==> config.mk <==
export PLATFORM = sky130hd
export DESIGN_NAME = gpr_writeback_flat
export DESIGN_NICKNAME = d
export VERILOG_FILES = /design/src/rtl/gpr_writeback_pkg.sv /design/src/rtl/gpr_writeback_if.sv /design/src/rtl/gpr_wb_fifo.sv /design/src/rtl/gpr_writeback.sv /design/src/flat_wrapper.sv
export SDC_FILE = /design/constraint.sdc
export NUM_CORES = 1
export LEC_CHECK = 0
export ABC_AREA = 1
export CAP_MARGIN = 25
export CORE_UTILIZATION = 45
export DETAILED_ROUTE_END_ITERATION = 16
export GPL_TIMING_DRIVEN = 0
export HOLD_SLACK_MARGIN = 0.06
export PLACE_DENSITY = 0.76
export SLEW_MARGIN = 20
export SYNTH_ARGS = -nofsm -noshare
export SYNTH_HDL_FRONTEND = slang
export SYNTH_SLANG_ARGS = --single-unit
==> constraint.sdc <==
create_clock -name clk_i -period 3 [get_ports clk_i]
set_clock_uncertainty 0.2 [all_clocks]
set_input_delay 0.6 -clock clk_i [delete_from_list [all_inputs] [get_ports clk_i]]
set_output_delay 0.6 -clock clk_i [all_outputs]
set_load 0.05 [all_outputs]
==> src/rtl/gpr_writeback_pkg.sv <==
// Shared register-file geometry and writeback-stage types.
package gpr_writeback_pkg;

  localparam logic ENABLE        = 1'b1;
  localparam logic DISABLE       = 1'b0;
  localparam int   REGS_NUM_LOG  = 5;
  localparam int   REGS_NUM      = 1 << REGS_NUM_LOG;
  localparam int   ADDR_W        = REGS_NUM_LOG;
  localparam int   DATA_W        = 32;
  localparam int   WB_FIFO_DEPTH = 2;

  typedef logic [ADDR_W-1:0]   reg_addr_t;
  typedef logic [DATA_W-1:0]   reg_data_t;
  typedef logic [REGS_NUM-1:0] reg_mask_t;

  typedef struct packed {
    reg_addr_t addr;
    reg_data_t data;
  } wb_entry_t;

  typedef enum logic [1:0] {
    SRC_NONE,
    SRC_ALU,
    SRC_FIFO,
    SRC_BYPASS
  } wb_src_t;

  // One-hot register mask; r0 is hardwired and never tracked.
  function automatic reg_mask_t reg_mask(input reg_addr_t a);
    reg_mask_t m;
    m = '0;
    if (a != '0) m[a] = 1'b1;
    return m;
  endfunction

endpackage

==> src/rtl/gpr_writeback_if.sv <==
// Pipeline-side bundle of the writeback stage: ALU results, load issue/return, GPR write port, scoreboard.
interface gpr_writeback_if;
  import gpr_writeback_pkg::*;

  logic      alu_valid;
  reg_addr_t alu_waddr;
  reg_data_t alu_wdata;
  logic      load_issue;
  reg_addr_t load_issue_addr;
  logic      load_valid;
  logic      load_ready;
  reg_addr_t load_waddr;
  reg_data_t load_wdata;
  logic      write_enable;
  reg_addr_t waddr;
  reg_data_t wdata;
  reg_mask_t pending;

  modport master (
    output alu_valid, alu_waddr, alu_wdata,
    output load_issue, load_issue_addr,
    output load_valid, load_waddr, load_wdata,
    input  load_ready,
    input  write_enable, waddr, wdata, pending
  );

  modport slave (
    input  alu_valid, alu_waddr, alu_wdata,
    input  load_issue, load_issue_addr,
    input  load_valid, load_waddr, load_wdata,
    output load_ready,
    output write_enable, waddr, wdata, pending
  );

endinterface

==> src/rtl/gpr_wb_fifo.sv <==
// Small synchronous FIFO of {addr, data} load returns; head is visible combinationally.
// Push is ignored when full and pop when empty, so callers may gate loosely.
module gpr_wb_fifo
  import gpr_writeback_pkg::*;
#(
  parameter int DEPTH = WB_FIFO_DEPTH
) (
  input  logic      clk_i,
  input  logic      rst_i,
  input  logic      push_i,
  input  wb_entry_t push_dat_i,
  input  logic      pop_i,
  output wb_entry_t head_o,
  output logic      full_o,
  output logic      empty_o
);

  localparam int PTR_W = (DEPTH > 1) ? $clog2(DEPTH) : 1;
  localparam int CNT_W = $clog2(DEPTH) + 1;
  localparam logic [CNT_W-1:0] CNT_FULL = CNT_W'(DEPTH);

  wb_entry_t        mem_q [DEPTH];
  logic [PTR_W-1:0] wr_ptr_q, wr_ptr_d;
  logic [PTR_W-1:0] rd_ptr_q, rd_ptr_d;
  logic [CNT_W-1:0] count_q, count_d;
  logic             push_ok;
  logic             pop_ok;

  assign full_o  = (count_q == CNT_FULL);
  assign empty_o = (count_q == '0);
  assign head_o  = mem_q[rd_ptr_q];
  assign push_ok = push_i && !full_o;
  assign pop_ok  = pop_i && !empty_o;

  always_comb begin
    wr_ptr_d = wr_ptr_q;
    rd_ptr_d = rd_ptr_q;
    count_d  = count_q;
    if (push_ok) wr_ptr_d = wr_ptr_q + 1'b1;
    if (pop_ok)  rd_ptr_d = rd_ptr_q + 1'b1;
    case ({push_ok, pop_ok})
      2'b10:   count_d = count_q + 1'b1;
      2'b01:   count_d = count_q - 1'b1;
      default: count_d = count_q;
    endcase
  end

  always_ff @(posedge clk_i or posedge rst_i) begin
    if (rst_i) begin
      wr_ptr_q <= '0;
      rd_ptr_q <= '0;
      count_q  <= '0;
    end else begin
      wr_ptr_q <= wr_ptr_d;
      rd_ptr_q <= rd_ptr_d;
      count_q  <= count_d;
    end
  end

  // Storage needs no reset: only entries behind a valid count are ever read.
  always_ff @(posedge clk_i) begin
    if (push_ok) mem_q[wr_ptr_q] <= push_dat_i;
  end

endmodule

==> src/rtl/gpr_writeback.sv <==
// Owns the GPR write port: ALU first, then buffered loads, then bypassed loads; one registered write per cycle.
// Tracks outstanding loads per register for the hazard unit.
module gpr_writeback
  import gpr_writeback_pkg::*;
#(
  parameter int DEPTH = WB_FIFO_DEPTH
) (
  input  logic          clk_i,
  input  logic          rst_i,
  gpr_writeback_if.slave wb_if
);

  wb_entry_t fifo_head;
  wb_entry_t load_entry;
  logic      fifo_full;
  logic      fifo_empty;
  logic      fifo_push;
  logic      fifo_pop;
  logic      load_xfer;

  wb_src_t   sel_src;
  wb_entry_t sel_entry;

  logic      we_q,      we_d;
  reg_addr_t waddr_q,   waddr_d;
  reg_data_t wdata_q,   wdata_d;
  reg_mask_t pending_q, pending_d;
  reg_mask_t clr_mask;
  reg_mask_t set_mask;

  assign load_entry       = '{addr: wb_if.load_waddr, data: wb_if.load_wdata};
  assign wb_if.load_ready = !fifo_full && !rst_i;
  assign load_xfer        = wb_if.load_valid && wb_if.load_ready;

  gpr_wb_fifo #(
    .DEPTH (DEPTH)
  ) u_fifo (
    .clk_i      (clk_i),
    .rst_i      (rst_i),
    .push_i     (fifo_push),
    .push_dat_i (load_entry),
    .pop_i      (fifo_pop),
    .head_o     (fifo_head),
    .full_o     (fifo_full),
    .empty_o    (fifo_empty)
  );

  // A returning load bypasses only when nothing older is queued, keeping return order.
  always_comb begin
    sel_src   = SRC_NONE;
    sel_entry = '0;
    fifo_pop  = DISABLE;
    fifo_push = DISABLE;
    if (wb_if.alu_valid) begin
      sel_src   = SRC_ALU;
      sel_entry = '{addr: wb_if.alu_waddr, data: wb_if.alu_wdata};
      fifo_push = load_xfer;
    end else if (!fifo_empty) begin
      sel_src   = SRC_FIFO;
      sel_entry = fifo_head;
      fifo_pop  = ENABLE;
      fifo_push = load_xfer;
    end else if (load_xfer) begin
      sel_src   = SRC_BYPASS;
      sel_entry = load_entry;
    end
  end

  always_comb begin
    we_d    = (sel_src != SRC_NONE) && (sel_entry.addr != '0);
    waddr_d = we_d ? sel_entry.addr : waddr_q;
    wdata_d = we_d ? sel_entry.data : wdata_q;
  end

  // Set beats clear so a re-issue racing the previous writeback stays pending.
  always_comb begin
    clr_mask  = '0;
    set_mask  = '0;
    if (sel_src == SRC_FIFO || sel_src == SRC_BYPASS) clr_mask = reg_mask(sel_entry.addr);
    if (wb_if.load_issue) set_mask = reg_mask(wb_if.load_issue_addr);
    pending_d = (pending_q & ~clr_mask) | set_mask;
  end

  always_ff @(posedge clk_i or posedge rst_i) begin
    if (rst_i) begin
      we_q      <= 1'b0;
      waddr_q   <= '0;
      wdata_q   <= '0;
      pending_q <= '0;
    end else begin
      we_q      <= we_d;
      waddr_q   <= waddr_d;
      wdata_q   <= wdata_d;
      pending_q <= pending_d;
    end
  end

  assign wb_if.write_enable = we_q;
  assign wb_if.waddr        = waddr_q;
  assign wb_if.wdata        = wdata_q;
  assign wb_if.pending      = pending_q;

endmodule

==> src/flat_wrapper.sv <==
// flat-port wrapper written by rule: the top's interface ports become plain ports
module gpr_writeback_flat import gpr_writeback_pkg::*;
#(
  parameter int DEPTH = WB_FIFO_DEPTH
)
  (clk_i, rst_i, wb_if_alu_valid, wb_if_alu_waddr, wb_if_alu_wdata, wb_if_load_issue, wb_if_load_issue_addr, wb_if_load_valid, wb_if_load_waddr, wb_if_load_wdata, wb_if_load_ready, wb_if_write_enable, wb_if_waddr, wb_if_wdata, wb_if_pending);
  gpr_writeback_if wb_if_i ();
  input  logic clk_i;
  input  logic rst_i;
  input wire logic [$bits(wb_if_i.alu_valid)-1:0] wb_if_alu_valid;
  input wire logic [$bits(wb_if_i.alu_waddr)-1:0] wb_if_alu_waddr;
  input wire logic [$bits(wb_if_i.alu_wdata)-1:0] wb_if_alu_wdata;
  input wire logic [$bits(wb_if_i.load_issue)-1:0] wb_if_load_issue;
  input wire logic [$bits(wb_if_i.load_issue_addr)-1:0] wb_if_load_issue_addr;
  input wire logic [$bits(wb_if_i.load_valid)-1:0] wb_if_load_valid;
  input wire logic [$bits(wb_if_i.load_waddr)-1:0] wb_if_load_waddr;
  input wire logic [$bits(wb_if_i.load_wdata)-1:0] wb_if_load_wdata;
  output wire logic [$bits(wb_if_i.load_ready)-1:0] wb_if_load_ready;
  output wire logic [$bits(wb_if_i.write_enable)-1:0] wb_if_write_enable;
  output wire logic [$bits(wb_if_i.waddr)-1:0] wb_if_waddr;
  output wire logic [$bits(wb_if_i.wdata)-1:0] wb_if_wdata;
  output wire logic [$bits(wb_if_i.pending)-1:0] wb_if_pending;
  assign wb_if_i.alu_valid = wb_if_alu_valid;
  assign wb_if_i.alu_waddr = wb_if_alu_waddr;
  assign wb_if_i.alu_wdata = wb_if_alu_wdata;
  assign wb_if_i.load_issue = wb_if_load_issue;
  assign wb_if_i.load_issue_addr = wb_if_load_issue_addr;
  assign wb_if_i.load_valid = wb_if_load_valid;
  assign wb_if_i.load_waddr = wb_if_load_waddr;
  assign wb_if_i.load_wdata = wb_if_load_wdata;
  assign wb_if_load_ready = wb_if_i.load_ready;
  assign wb_if_write_enable = wb_if_i.write_enable;
  assign wb_if_waddr = wb_if_i.waddr;
  assign wb_if_wdata = wb_if_i.wdata;
  assign wb_if_pending = wb_if_i.pending;
  gpr_writeback #(.DEPTH(DEPTH)) u_core (.clk_i(clk_i), .rst_i(rst_i), .wb_if(wb_if_i));
endmodule
==> flow_metrics.py, run 1 <==
metrics = {
    "yosys": {
        "synth.distinct_cells": 31,
        "ys_ff_latch": 148,
        "yosysTopAreaCellShare": 0.337,
        "synth_cells": 696,
        "synth_nets": 781,
        "syn_area_mm2": 0.00660,
        "syn_area_per_cell_um2": 9.48,
        "ys_seq_area_frac": 0.618,
        "ys_warn_count": 0,
        "netlist_top_cells_area": "edfxtp_1 34%, dfrtp_1 28%, nand2_1 15%",
        "synth_area_leader_cell": "edfxtp_1",
    },
    "floorplan": {
        "fp.dieArea_mm2": 0.0151,
        "rows": 43,
        "start_util": 0.468,
        "boundaryPins": 155,
        "die_h_um": 123,
        "fp.dieW_um": 123,
        "core-area_mm2": 0.0141,
    },
    "routing": {
        "ant_nets": 0,
        "num_vias": 5647,
        "via_per_inst": 5.29,
        "wl_um": 18000,
        "first_pass_iters": 4,
        "first_iter_violations": 432,
        "wl_per_cell_um": 16.8,
        "drc": 0,
    },
    "cells_and_area": {
        "seq_area_mm2": 0.00407,
        "nNetsFinal": 960,
        "area_growth_pct": 38.2,
        "antenna_cells": 0,
        "multi_input_area_mm2": 0.00232,
        "drive_gt1_frac": 0.107,
        "layout_commonest_cell": "nand2_1",
        "num-fill-cells": 1118,
        "most-common-layout-cells": "262 x nand2_1, 152 x clkdlybuf4s50_1, 74 x dfrtp_1, 74 x edfxtp_1, 61 x nor2_1",
    },
    "timing": {
        "setup_violations": 0,
        "maxSlewViolCount": 0,
        "finalWorstSetupSlack_ps": 132,
        "timing.fmax_mhz": 349,
        "max_slew_margin": 0.273,
        "tightest_slew_ps": 1080,
        "finalCriticalPeriod_ps": 2870,
        "rsz0062_at_grt": "no",
        "period_share": 0.956,
        "hold_violations": 0,
    },
    "setup_path": {
        "cp_num_buf_inv": 3,
        "crit_path_end_kind": "flip-flop",
        "cp_data_arrival_time_ps": 2980,
        "required_ps": 3110,
        "cp_common_cell": "nand2_1",
        "path_cells": "clkdlybuf4s50_1 -> clkinvlp_4 -> buf_12 -> nand4_1 -> o21ai_0 -> nand2_1 -> nor2_2 -> nand3_1 -> nand2_1 -> nand2_1",
        "cp_slowest_cell": "clkdlybuf4s50_1",
        "cp-start-kind": "input port",
        "cp_top_family": "simple AND/OR/NAND/NOR gates",
        "cp_slowest_stage_delay_ps": 500,
        "cp_max_fo": 29,
        "critPathKind": "input port to flip-flop",
    },
    "cts": {
        "clock_sinks": 148,
        "htree_levels": 4,
        "clock_tree.buffer_depth": 2,
        "insertion_delay_ps": 420,
        "cts_root_buffer": "clkbuf_16",
        "clk_pin_slew_ps": 60,
        "cts_buffers": 17,
        "tritoncts": "built",
    },
    "power": {
        "cellLeakagePower_nw": 3.74,
        "intPower_w": 0.00542,
        "power_frac_seq": 0.320,
        "vdd_ir_drop_max_mv": 0.696,
        "power.share.clock": 0.228,
        "comb_power_share": 0.452,
        "powerDensity_mw_per_mm2": 1030,
        "finalPower_w": 0.00940,
        "swShare": 0.424,
        "power_switching_w": 0.00398,
    },
    "place": {
        "hpwl_um": 12600,
        "place_ws_ps": -853,
        "port_buffers": 153,
        "gp_congestion": 0.846,
    },
    "grt": {
        "track_usage": 0.249,
        "antenna_found_initial": 0,
        "overflow": 0,
        "grt_pass1_vias": 5354,
        "grt_pass1_wl_um": 27800,
        "grt_start_max_net_pins": 30,
    },
    "job": {
        "cap_viol_max_count": 0,
    },
    "run_status": {
        "outcome": "completed",
    },
    "min_path": {
        "holdCritPathClass": "flip-flop to flip-flop",
    },
}
==> worst paths after layout <==
check | from | to | slack [ps] | cells after the start
setup / recovery | rst_i | u_core.wb_if.pending[31] | 130 | 10
hold / removal | u_core.wb_if.pending[0] | u_core.wb_if.pending[0] | 250 | 1
setup reg to reg | u_core.u_fifo.count_q[0] | u_core.wb_if.pending[15] | 590 | 9
hold reg to reg | u_core.wb_if.pending[0] | u_core.wb_if.pending[0] | 250 | 1
max in group asynchronous | rst_i | u_core.wb_if.wdata[18] | 1560 | 3
min in group asynchronous | rst_i | u_core.wb_if.pending[19] | 460 | 3
==> worst reg2reg max path, delay by kind of cell (launching register included) <==
| kind | cells | cell delay, ps |
|---|---|---|
| AND/OR/NAND/NOR | 6 | 740 |
| AO/OA/AOI/OAI | 1 | 490 |
| flip-flops | 1 | 440 |
| buffers and inverters | 2 | 440 |
==> power by group through the flow <==
stage	clock, W	sequential, W	combinational (W)
final	0.00214	0.00301	0.00425
after detailed placement	0	0.00304	0.00422
after floorplan	0	0.00444	0.00134
after global placement	0	0.00303	0.00414
after CTS	0.00215	0.00301	0.00425
after global routing	0.00225	0.00307	0.00454
==> cell usage after synthesis (all sizes together) <==
| library cell | count |
|---|---|
| a21oi | 2 |
| inv | 28 |
| nand2 | 264 |
| ha | 1 |
| xor2 | 2 |
| o21bai | 1 |
| nand4 | 2 |
| nor3 | 12 |
| a31oi | 21 |
| xnor2 | 1 |
| buf | 16 |
| or2 | 19 |
| edfxtp | 74 |
| o21ai | 14 |
| o311ai | 11 |
| o211ai | 19 |
| nor2 | 76 |
| nand3 | 45 |
| dfrtp | 74 |
| clkbuf | 14 |
==> stage by stage <==
stage	setup TNS (ps)	instances	instance area [µm²]	util	hold slack, ps
after detailed placement	-91830	1033	8500	0.603	246
after CTS	0	1067	9110	0.646	260
after global placement	-221440	1029	8400	0.596	241
after floorplan	-14300	696	6640	-	351
after global routing	0	1068	9120	0.647	284
final	0	1068	9120	0.647	252
==> cells by family (layout without fill, tap and decap cells) <==
| logic type | count (synthesis) | count (layout) | share of synthesized area |
|---|---|---|---|
| AO/OA/AOI/OAI | 68 | 68 | 0.0711 |
| XOR/XNOR | 3 | 3 | 0.00398 |
| adder cells (fa/ha/maj) | 1 | 1 | 0.00190 |
| buffers and inverters | 58 | 250 | 0.0381 |
| flip-flops | 148 | 148 | 0.618 |
| AND/OR/NAND/NOR | 418 | 418 | 0.267 |
==> registers in the layout (all words and copies together) (netlist names) <==
register,cells
u_core.u_fifo.count_q,2
u_core.u_fifo.mem_q,74
u_core.u_fifo.rd_ptr_q,1
u_core.u_fifo.wr_ptr_q,1
u_core.wb_if.pending,32
u_core.wb_if.waddr,5
u_core.wb_if.wdata,32
u_core.wb_if.write_enable,1
==> timing repair <==
item | 4_1_cts | 5_1_grt
cloned | 1 | 0
resized for setup | 2 | 4
hold buffers | 0 | 0
endpoints found under the setup margin | 142 | 10
buffers inserted | 1 | 0
==> final cells by class <==
type,instances,share of cell area
Tap cell,180,0.0247
Buffer,30,0.0165
Timing Repair Buffer,159,0.180
Inverter,28,0.0119
Clock buffer,22,0.0509
Clock inverter,10,0.0143
Sequential cell,148,0.447
Multi-Input combinational cell,490,0.254
Timing Repair inverter,1,0.000549
==> layer usage <==
| metal | part of all wire | wire length (µm) | up-vias | global-route usage |
|---|---|---|---|---|
| met5 | 0 | 0 | - | 0 |
| met2 | 0.49 | 8780 | 216 | 0.411 |
| met1 | 0.42 | 7570 | 2711 | 0.323 |
| met3 | 0.075 | 1340 | 24 | 0.0632 |
| met4 | 0.014 | 258 | 0 | 0.0806 |
| li1 | - | - | 2696 | - |
Note: power is estimated with default switching activity, not from simulation.
==> run 2: changes to the inputs <==
- CORE_MARGIN: default -> 1
==> results of run 2 <==
The final DEF is identical to that of run 1; final timing and power are the same.
==> run 3: changes to the inputs <==
- CORE_UTILIZATION: 45 -> 40
- PLACE_DENSITY: 0.76 -> 0.69
==> flow_metrics.py, run 3 (synthesis results as in run 1) <==
metrics = {
    "min_path": {
        "min_to": "u_core.wb_if.pending[0]",
        "min_from": "u_core.wb_if.pending[0]",
        "holdCritPathClass": "flip-flop to flip-flop",
        "holdPathStages": 1,
    },
    "timing": {
        "setup_violations": 0,
        "max_slew_margin": 0.333,
        "tightest_slew_ps": 992,
        "finalCriticalPeriod_ps": 2900,
        "maxSlewViolCount": 0,
        "rsz0062_at_grt": "yes",
        "timing.fmax_mhz": 345,
        "period_share": 0.966,
        "hold_violations": 0,
    },
    "cells_and_area": {
        "drive_gt1_frac": 0.111,
        "layout_commonest_cell": "nand2_1",
        "design_area_mm2": 0.00923,
        "nNetsFinal": 964,
        "multi_input_area_mm2": 0.00234,
        "regMostFlops": "u_core.u_fifo.mem_q",
        "largest_reg_flops": 74,
        "area_growth_pct": 39.9,
        "num-fill-cells": 1397,
        "most-common-layout-cells": "262 x nand2_1, 152 x clkdlybuf4s50_1, 74 x dfrtp_1, 74 x edfxtp_1, 61 x nor2_1",
        "instances_no_fill": 1109,
        "seq_area_mm2": 0.00407,
    },
    "grt": {
        "use_met2": 0.361,
        "grt_pass1_wl_um": 27300,
        "antenna_found_initial": 1,
        "use_met1": 0.282,
        "grt_pass1_vias": 5190,
        "overflow": 0,
        "track_usage": 0.218,
        "top_usage_layer": "met2",
        "grt_start_max_net_pins": 33,
        "grtUsageMet3": 0.0468,
    },
    "setup_path": {
        "cp-start-kind": "input port",
        "cp_top_family": "buffers and inverters",
        "cp_max_fo": 32,
        "r2r_slack_ps": 640,
        "r2r_cells": 10,
        "path_cells": "clkdlybuf4s50_1 -> clkinvlp_4 -> buf_12 -> buf_16 -> nand3_4 -> nor2_1 -> inv_2 -> nor2_4 -> buf_16",
        "cp_slowest_stage_delay_ps": 530,
        "required_ps": 2920,
        "cp_num_buf_inv": 6,
        "reg2reg_from": "u_core.u_fifo.count_q[0]",
        "cp_common_cell": "buf_16",
        "cp_slowest_cell": "nor2_4",
        "crit_path_end_kind": "flip-flop",
        "cp_data_arrival_time_ps": 2820,
        "critPathKind": "input port to flip-flop",
        "rr_endpoint": "u_core.wb_if.pending[12]",
    },
    "floorplan": {
        "fp.dieArea_mm2": 0.0170,
        "boundaryPins": 155,
        "die_h_um": 130,
        "rows": 46,
        "core-area_mm2": 0.0160,
        "fp.dieW_um": 130,
        "start_util": 0.412,
    },
    "power": {
        "cellLeakagePower_nw": 3.77,
        "powerDensity_mw_per_mm2": 1020,
        "vdd_ir_drop_max_mv": 0.612,
    },
    "place": {
        "dp_cells": 1070,
        "hpwl_um": 12900,
        "gp_congestion": 0.835,
        "placed_area_mm2": 0.00855,
        "port_buffers": 153,
    },
    "routing": {
        "num_vias": 5506,
        "ant_nets": 0,
        "first_pass_iters": 5,
        "wl_um": 17900,
        "drc": 0,
        "first_iter_violations": 289,
        "wl_per_cell_um": 16.1,
        "via_per_inst": 4.96,
    },
    "job": {
        "cap_viol_max_count": 0,
    },
    "cts": {
        "clock_tree.buffer_depth": 2,
        "cts_hold_buf": 0,
        "clk_pin_slew_ps": 50,
        "htree_levels": 4,
        "cts_buffers": 17,
        "cts_root_buffer": "clkbuf_16",
        "insertion_delay_ps": 420,
        "tritoncts": "built",
        "clock_sinks": 148,
    },
    "run_status": {
        "outcome": "completed",
    },
}
-- run 3: changes by cell type in the layout (fill, tap and decap cells not counted), sizes merged --
| cell | delta |
|---|---|
| buf | +5 |
| clkinvlp | -2 |
| diode | +1 |
| inv | +1 |
-- run 3: worst max path at each step --
| stage | start | end | cells after the start | slack (ps) |
|---|---|---|---|---|
| finish | rst_i | u_core.u_fifo.mem_q[1][18] | 9 | 100 |
| global route | rst_i | u_core.u_fifo.mem_q[1][23] | 9 | -90 |
| CTS | rst_i | u_core.wb_if.pending[13] | 11 | 30 |
| detailed placement | rst_i | u_core.wb_if.pending[15] | 11 | -840 |
| global placement | rst_i | u_core.wb_if.wdata[14] | 9 | -1920 |
| floorplan | rst_i | u_core.wb_if.pending[12] | 9 | -220 |
-- run 3: through the flow --
stage	TNS, ps	power (W)	utilization	setup slack, ps	hold slack (ps)
floorplan	-14300	0.00578	-	-217	351
global placement	-230440	0.00720	0.528	-1920	241
detailed placement	-91550	0.00728	0.534	-843	246
CTS	0	0.00941	0.572	35.0	259
finish	0	0.00939	0.577	102	260
global route	-1600	0.00984	0.577	-87.4	286
-- run 3: repair_timing --
action | 4_1_cts | 5_1_grt
resized for setup | 6 | 13
pin swaps | 0 | 2
setup endpoints to repair | 141 | 92
cloned | 0 | 0
setup buffers | 1 | 4
-- run 3: layout make-up --
cell class                 count  share of cell area
timing repair buffer         164               0.183
tap                          216              0.0293
clock buffer                  22              0.0492
inverter                      28              0.0118
multi-input combinational    490               0.253
antenna                        1            0.000271
buffer                        30              0.0171
clock inverter                10              0.0142
sequential                   148               0.442
-- run 3: power breakdown --
group          leakage, nW  internal [W]  switching (W)  total, W
Sequential            1.55       0.00271       0.000302   0.00302
Combinational         1.94       0.00139        0.00288   0.00427
Clock                0.280       0.00132       0.000786   0.00211
Total                 3.77       0.00542        0.00397   0.00939
-- run 3: layer usage --
metal | wire [µm] | part of all wire | up-vias
met5 | 0 | 0 | -
met3 | 1090 | 0.061 | 21
li1 | - | - | 2702
met1 | 7600 | 0.43 | 2605
met4 | 268 | 0.015 | 0
met2 | 8910 | 0.50 | 178
